### config.mk
export PLATFORM = sky130hd
export DESIGN_NAME = md_ctrl
export DESIGN_NICKNAME = d
export VERILOG_FILES = /design/src/rtl/md_ctrl_pkg.sv /design/src/rtl/md_ctrl_mul32x32.sv /design/src/rtl/md_ctrl.sv
export SDC_FILE = /design/constraint.sdc
export NUM_CORES = 2
export LEC_CHECK = 0
export ABC_AREA = 1
export ABC_CLOCK_PERIOD_IN_PS = 5380
export CORE_MARGIN = 2
export CORE_UTILIZATION = 41
export CTS_BUF_LIST = sky130_fd_sc_hd__clkbuf_2
export CTS_CLUSTER_DIAMETER = 40
export DETAILED_ROUTE_END_ITERATION = 16
export PLACE_DENSITY = 0.61
export SYNTH_ARGS = -nofsm -noshare
export SYNTH_HDL_FRONTEND = slang
export SYNTH_HIERARCHICAL = 1
export SYNTH_SLANG_ARGS = --single-unit
### constraint.sdc
create_clock -name clk -period 5.38 [get_ports clk]
set_input_delay 0.538 -clock clk [delete_from_list [all_inputs] [get_ports clk]]
set_output_delay 0.538 -clock clk [all_outputs]
set_load 0.02 [all_outputs]
### src/rtl/md_ctrl_pkg.sv
// md_ctrl_pkg: shared encodings for the multi-cycle HI/LO sequencer.
// Holds the op codes seen from ID/EX, the sequencer state encoding,
// handshake level names, and small op-decode helpers.
package md_ctrl_pkg;

  typedef enum logic [2:0] {
    MdNone  = 3'd0,
    MdDiv   = 3'd1,
    MdDivu  = 3'd2,
    MdMadd  = 3'd3,
    MdMaddu = 3'd4,
    MdMsub  = 3'd5,
    MdMsubu = 3'd6
  } md_op_e;

  typedef enum logic [2:0] {
    MdIdle    = 3'd0,
    MdDivBusy = 3'd1,
    MdMacMul  = 3'd2,
    MdMacAcc  = 3'd3,
    MdDone    = 3'd4
  } md_state_e;

  localparam logic StallReq       = 1'b1;
  localparam logic NoStallReq     = 1'b0;
  localparam logic DivStart       = 1'b1;
  localparam logic DivStop        = 1'b0;
  localparam logic DivResultReady = 1'b1;

  // True for any divide op.
  function automatic logic op_is_div(input logic [2:0] op);
    logic r;
    case (op)
      MdDiv, MdDivu: r = 1'b1;
      default:       r = 1'b0;
    endcase
    return r;
  endfunction

  // True for any multiply-accumulate op.
  function automatic logic op_is_mac(input logic [2:0] op);
    logic r;
    case (op)
      MdMadd, MdMaddu, MdMsub, MdMsubu: r = 1'b1;
      default:                          r = 1'b0;
    endcase
    return r;
  endfunction

  // True for the subtracting multiply-accumulate ops.
  function automatic logic op_is_sub(input logic [2:0] op);
    logic r;
    case (op)
      MdMsub, MdMsubu: r = 1'b1;
      default:         r = 1'b0;
    endcase
    return r;
  endfunction

  // True for the signed multiply-accumulate ops.
  function automatic logic op_is_smac(input logic [2:0] op);
    logic r;
    case (op)
      MdMadd, MdMsub: r = 1'b1;
      default:        r = 1'b0;
    endcase
    return r;
  endfunction

endpackage

### src/rtl/md_ctrl_mul32x32.sv
// mul32x32: combinational 32x32->64 multiplier.
// Ports: signed_i selects two's-complement operands, a_i/b_i are the
// operands, p_o is the 64-bit product.
// Both operands are extended to 64 bits first; the low 64 bits of the
// extended product are the exact result in either mode.
module mul32x32 (
  input  logic        signed_i,
  input  logic [31:0] a_i,
  input  logic [31:0] b_i,
  output logic [63:0] p_o
);

  logic [63:0] a_ext_s;
  logic [63:0] b_ext_s;

  assign a_ext_s = signed_i ? {{32{a_i[31]}}, a_i} : {32'd0, a_i};
  assign b_ext_s = signed_i ? {{32{b_i[31]}}, b_i} : {32'd0, b_i};
  assign p_o     = a_ext_s * b_ext_s;

endmodule

### src/rtl/md_ctrl.sv
// md_ctrl: EX-stage sequencer for DIV/DIVU and MADD/MADDU/MSUB/MSUBU.
// Ports: valid_i/op_i/reg1_i/reg2_i/hi_i/lo_i come from ID/EX; flush_i and
// ex_stall_i from pipeline control; div_* is the divider start/annul/ready
// handshake; stallreq_o freezes the pipeline while an op runs; whilo_o with
// hi_o/lo_o is the single HI/LO write presented in the DONE state.
// Outputs are decoded from state and inputs and forced low during reset.
module md_ctrl
  import md_ctrl_pkg::*;
(
  input  logic        clk,
  input  logic        rst,
  input  logic        valid_i,
  input  logic [2:0]  op_i,
  input  logic [31:0] reg1_i,
  input  logic [31:0] reg2_i,
  input  logic [31:0] hi_i,
  input  logic [31:0] lo_i,
  input  logic        flush_i,
  input  logic        ex_stall_i,
  input  logic [63:0] div_result_i,
  input  logic        div_ready_i,
  output logic        div_start_o,
  output logic        div_annul_o,
  output logic        div_signed_o,
  output logic [31:0] div_opdata1_o,
  output logic [31:0] div_opdata2_o,
  output logic        stallreq_o,
  output logic        whilo_o,
  output logic [31:0] hi_o,
  output logic [31:0] lo_o
);

  md_state_e   state_r;
  md_state_e   state_s;
  logic [63:0] prod_q;
  logic [63:0] res_q;
  logic [63:0] prod_s;
  logic [63:0] res_next_s;
  logic        load_prod_s;
  logic        load_res_s;
  logic        load_flags_s;
  logic        sign_r;
  logic        sub_r;
  logic        start_s;
  logic        annul_s;
  logic        dsigned_s;
  logic        stall_s;
  logic        whilo_s;
  logic [63:0] hilo_s;
  logic        opd_en_s;

  mul32x32 u_mul (
    .signed_i (op_is_smac(op_i)),
    .a_i      (reg1_i),
    .b_i      (reg2_i),
    .p_o      (prod_s)
  );

  // State register.
  always_ff @(posedge clk or posedge rst) begin
    if (rst) begin
      state_r <= MdIdle;
    end else begin
      state_r <= state_s;
    end
  end

  // Datapath registers: product, result and the per-op flags captured at launch.
  always_ff @(posedge clk or posedge rst) begin
    if (rst) begin
      prod_q <= 64'd0;
      res_q  <= 64'd0;
      sign_r <= 1'b0;
      sub_r  <= 1'b0;
    end else begin
      if (load_prod_s) prod_q <= prod_s;
      if (load_res_s)  res_q  <= res_next_s;
      if (load_flags_s) begin
        sign_r <= (op_i == MdDiv);
        sub_r  <= op_is_sub(op_i);
      end
    end
  end

  // Next-state and output decode; flush overrides every state.
  always_comb begin
    state_s      = state_r;
    load_prod_s  = 1'b0;
    load_res_s   = 1'b0;
    load_flags_s = 1'b0;
    res_next_s   = res_q;
    start_s      = DivStop;
    annul_s      = 1'b0;
    dsigned_s    = 1'b0;
    stall_s      = NoStallReq;
    whilo_s      = 1'b0;
    hilo_s       = 64'd0;
    if (flush_i) begin
      state_s = MdIdle;
      annul_s = (state_r == MdDivBusy);
    end else begin
      case (state_r)
        MdIdle: begin
          if (valid_i && op_is_div(op_i)) begin
            start_s      = DivStart;
            dsigned_s    = (op_i == MdDiv);
            stall_s      = StallReq;
            load_flags_s = 1'b1;
            state_s      = MdDivBusy;
          end else if (valid_i && op_is_mac(op_i)) begin
            load_prod_s  = 1'b1;
            load_flags_s = 1'b1;
            stall_s      = StallReq;
            state_s      = MdMacMul;
          end else begin
            state_s = MdIdle;
          end
        end
        MdDivBusy: begin
          start_s   = DivStart;
          dsigned_s = sign_r;
          stall_s   = StallReq;
          if (div_ready_i == DivResultReady) begin
            load_res_s = 1'b1;
            res_next_s = div_result_i;
            state_s    = MdDone;
          end else begin
            state_s = MdDivBusy;
          end
        end
        MdMacMul: begin
          stall_s    = StallReq;
          load_res_s = 1'b1;
          res_next_s = sub_r ? ({hi_i, lo_i} - prod_q) : ({hi_i, lo_i} + prod_q);
          state_s    = MdMacAcc;
        end
        MdMacAcc: begin
          stall_s = StallReq;
          state_s = MdDone;
        end
        MdDone: begin
          // Never launches from here, so a held instruction is not re-run.
          whilo_s = 1'b1;
          hilo_s  = res_q;
          if (ex_stall_i) begin
            state_s = MdDone;
          end else begin
            state_s = MdIdle;
          end
        end
        default: begin
          state_s = MdIdle;
        end
      endcase
    end
  end

  // Operands are only presented while a divide or MAC is in flight.
  assign opd_en_s = ~rst & ((state_r != MdIdle) | start_s | load_prod_s);

  assign div_start_o   = ~rst & start_s;
  assign div_annul_o   = ~rst & annul_s;
  assign div_signed_o  = ~rst & dsigned_s;
  assign stallreq_o    = ~rst & stall_s;
  assign whilo_o       = ~rst & whilo_s;
  assign hi_o          = rst ? 32'd0 : hilo_s[63:32];
  assign lo_o          = rst ? 32'd0 : hilo_s[31:0];
  assign div_opdata1_o = opd_en_s ? reg1_i : 32'd0;
  assign div_opdata2_o = opd_en_s ? reg2_i : 32'd0;

endmodule

==> impl_metrics.csv <==
group,metric,value,unit
clock_network,cts_tree,"done",
timing,tightestPinTransition,0.9570,ns
timing,fin_ws,-2.636,ns
min_path,hold_end,"state_r[0]$_DFF_PP0_",
floorplan,row_count,145,
critical_path,end_kind,"flop",
min_path,min_path_cells,5,
floorplan,core_area,156800,sq um
place,hpwl,196500,microns
min_path,hold_path_class,"primary input to flop",
logic_synthesis,syn_area,64860,sq um
timing,fmaxAchievable,0.1248,GHz
drt,vias,58240,
timing,min_period_over_period,149.0,%
logic_synthesis,synth_cell_types,57,
critical_path,cp_max_fo,5,
timing,final-hold-violation-count,0,
finish,nets,11900,
floorplan,die_y,401.7,microns
logic_synthesis,syn_inst,8843,
finish,area_growth,28.99,%
logic_synthesis,synth-seq-cells,133,
job,maxCapViolCount,0,
run_status,status,"finished with violations",
critical_path,cpMostUsedCell,"fa_1",
place,port_buffers,333,
critical_path,path_class,"primary input to flop",
critical_path,critPathSlowestCell,"fa_2",
critical_path,r2r_start,"prod_q[1]$_DFFE_PP0P_",
logic_synthesis,synth_flop_cell,"dfrtp_1",
floorplan,dieArea,161400,sq um
drt,drt-wirelength-per-cell,19.75,microns
global_route,antenna_found_initial,12,
clock_network,numCtsBuffers,17,
global_route,top_usage_layer,"met2",
timing,drv_slew,0,
critical_path,max_stage_delay,0.67,ns
critical_path,reg2reg_to,"res_q[53]$_DFFE_PP0P_",
clock_network,clockBufferDepth,2,
global_route,grt_pass1_wl,365300,microns
logic_synthesis,avgSynthCellArea,7.335,sq um
timing,clock_skew,0.05139,ns
floorplan,io_pins,334,
place,gp_congestion,0.9990,
clock_network,clk_latency,0.95,ns
clock_network,cts.reportedPaths.clkPinSlew,0.24,ns
critical_path,worst-endpoint-required,6.17,ns
logic_synthesis,ys_seq_area_share,5.131,%
timing,slew_headroom,36.20,%
critical_path,start_kind,"primary input",
critical_path,rrSetupSlack,0.78,ns
global_route,grt_pass1_vias,62540,
drt,drtIter0Drc,4289,
finish,utilization,53.37,%
drt,drt-total-wl,236600,microns
floorplan,start_util,41.38,%
global_route,grt_max_degree,94,
critical_path,reg2reg_depth,23,
finish,drive_gt1_share,19.51,%
critical_path,crit_arrival,8.81,ns
min_path,hp-start,"op_i[2]",
logic_synthesis,synth_edf_count,0,
clock_network,cts_max_level,4,
run_status,violations,"negative setup slack",
timing,whs,0.1697,ns
timing,setup_viol,55,
clock_network,numClockSinks,133,
drt,antenna_left,0,
timing,rsz0062_at_grt,"yes",
global_route,grt_use_met3,3.470,%
drt,first_pass_iters,7,
global_route,grt_use_met2,50.75,%
global_route,met1_usage,38.59,%
global_route,gr-total-overflow,0,
logic_synthesis,ys_warn_count,6,
floorplan,die_x,401.7,microns
clock_network,cts_root_buf,"clkbuf_2",
drt,vias_per_cell,4.862,
global_route,grtUsageTotal,29.65,%
logic_synthesis,syn-num-nets,10840,
timing,layout_min_cycle_time,8.016,ns
logic_synthesis,synth_async_sr_flop_share,100.0,%
drt,drcViolationCount,0,
## synth_stat cells (3+ instances only)
master       n  area (sq um)
inv_1     2791         10480
nand2_1   2251          8449
fa_1      1415         28330
nor2_1     585          2196
ha_1       377          4717
clkbuf_1   287          1077
nand3_1    164         820.8
a21oi_1    163         815.8
o21ai_0    158         790.8
dfrtp_1    133          3328
xor2_1     122          1069
nor3_1      43         215.2
xnor2_1     37         324.1
nand4_1     32         200.2
nand2_2     25         156.4
inv_2       24         90.09
nor2_2      20         125.1
o211ai_1    19         142.6
buf_2       17         85.08
nor2_4      15         168.9
o21ai_1     15         75.07
a31oi_1     14         87.58
o21bai_1    13         97.59
a21o_1      11         82.58
nand3b_1    10         75.07
or2_2       10         62.56
buf_1        8         30.03
o22ai_1      8         50.05
a21oi_2      6         52.55
buf_6        6         67.56
nand2_4      5         56.30
nor3_2       5         50.05
buf_4        4         30.03
nand3_2      4         40.04
nor3b_1      4         30.03
nor4_1       4         25.02
o21a_1       4         30.03
o21ai_2      4         35.03
and2_1       3         18.77
or2_1        3         18.77
## worst max path at each step
| stage | depth (start not counted) | endpoint | from | slack [ns] |
|---|---|---|---|---|
| finish | 38 | prod_q[59]$_DFFE_PP0P_ | op_i[2] | -2.64 |
| global route | 39 | prod_q[63]$_DFFE_PP0P_ | op_i[2] | -2.84 |
| CTS | 39 | prod_q[59]$_DFFE_PP0P_ | op_i[1] | -2.54 |
| detailed placement | 37 | prod_q[61]$_DFFE_PP0P_ | op_i[1] | -4.41 |
| global placement | 38 | prod_q[63]$_DFFE_PP0P_ | op_i[1] | -4.37 |
| floorplan | 38 | prod_q[63]$_DFFE_PP0P_ | op_i[1] | -3.04 |
## critical path: cells and delay by family
kind	cells	cell delay (ns)
AOI/OAI and AO/OA	4	0.55
xor gates and xnor gates	1	0.17
adders and majority gates	11	5.67
buffers and inverters	14	1.36
and+or+nand+nor	8	0.48
## timing repair
item | CTS | global route
pin swaps | 356 | 163
endpoints found under the setup margin | 56 | 56
gates resized for setup | 867 | 259
gates cloned | 22 | 2
hold buffers | 2 | 1
hold endpoints to repair | 2 | 1
setup buffers | 195 | 46
## stage by stage
step	setup TNS (ns)	cell area, sq um	setup slack [ns]	std cells
global route	-118.50	83660	-2.840	11980
finish	-109.81	83660	-2.636	11980
CTS	-103.17	82520	-2.538	11930
global placement	-196.02	77480	-4.371	11690
detailed placement	-198.09	77480	-4.411	11690
floorplan	-108.18	67330	-3.039	8843
## placed cells by master (no fill, tap or decap), types with 103 or more instances in the layout
master | synthesis | final
ha_1 | 377 | 310
xor2_1 | 122 | 111
nor2_1 | 585 | 493
o21ai_0 | 158 | 105
fa_1 | 1415 | 1291
nand2_1 | 2251 | 2122
inv_1 | 2791 | 2631
nand3_1 | 164 | 157
inv_2 | 24 | 175
clkdlybuf4s50_1 | 0 | 278
buf_4 | 4 | 748
a21oi_1 | 163 | 103
dfrtp_1 | 133 | 133
fa_2 | 0 | 124
buf_12 | 0 | 139
buf_6 | 6 | 103
## cell type report
cell class                 instances  area (sq um)
multi-input combinational       5571         52960
antenna                            5         12.51
fill                           14870         73090
clock buffer                      18         90.09
timing repair buffer            1361         13830
clock inverter                    13         181.4
timing repair inverter             3         47.55
sequential                       133          3328
inverter                        2817         10640
tap                             2058          2575
## kinds of logic (layout without fill, tap and decap cells)
group	Yosys count	in the layout	synth area share, %
buffers and inverters	3139	4212	18.30
AOI/OAI and AO/OA	430	430	3.765
xor gates and xnor gates	160	160	2.172
DFF	133	133	5.131
and+or+nand+nor	3189	3189	19.69
adders and majority gates	1792	1792	50.95
other	0	5	0
## per-layer routing
metal / share of wire (%) / up-vias / routed length [microns]
li1: - / 26870 / -
met1: 42 / 28880 / 98380
met2: 48 / 2003 / 112900
met3: 6.2 / 478 / 14710
met4: 4.5 / 6 / 10640
met5: 0.016 / - / 37
## registers in the layout, summed over array words and instances, names as in the netlist
name and cells:
prod_q 64, res_q 64, state_r 3, sign_r 1, sub_r 1
Power is left out: the tool's default activity adds up to more than one toggle a clock period on the data nets, which glitch-free logic cannot reach.
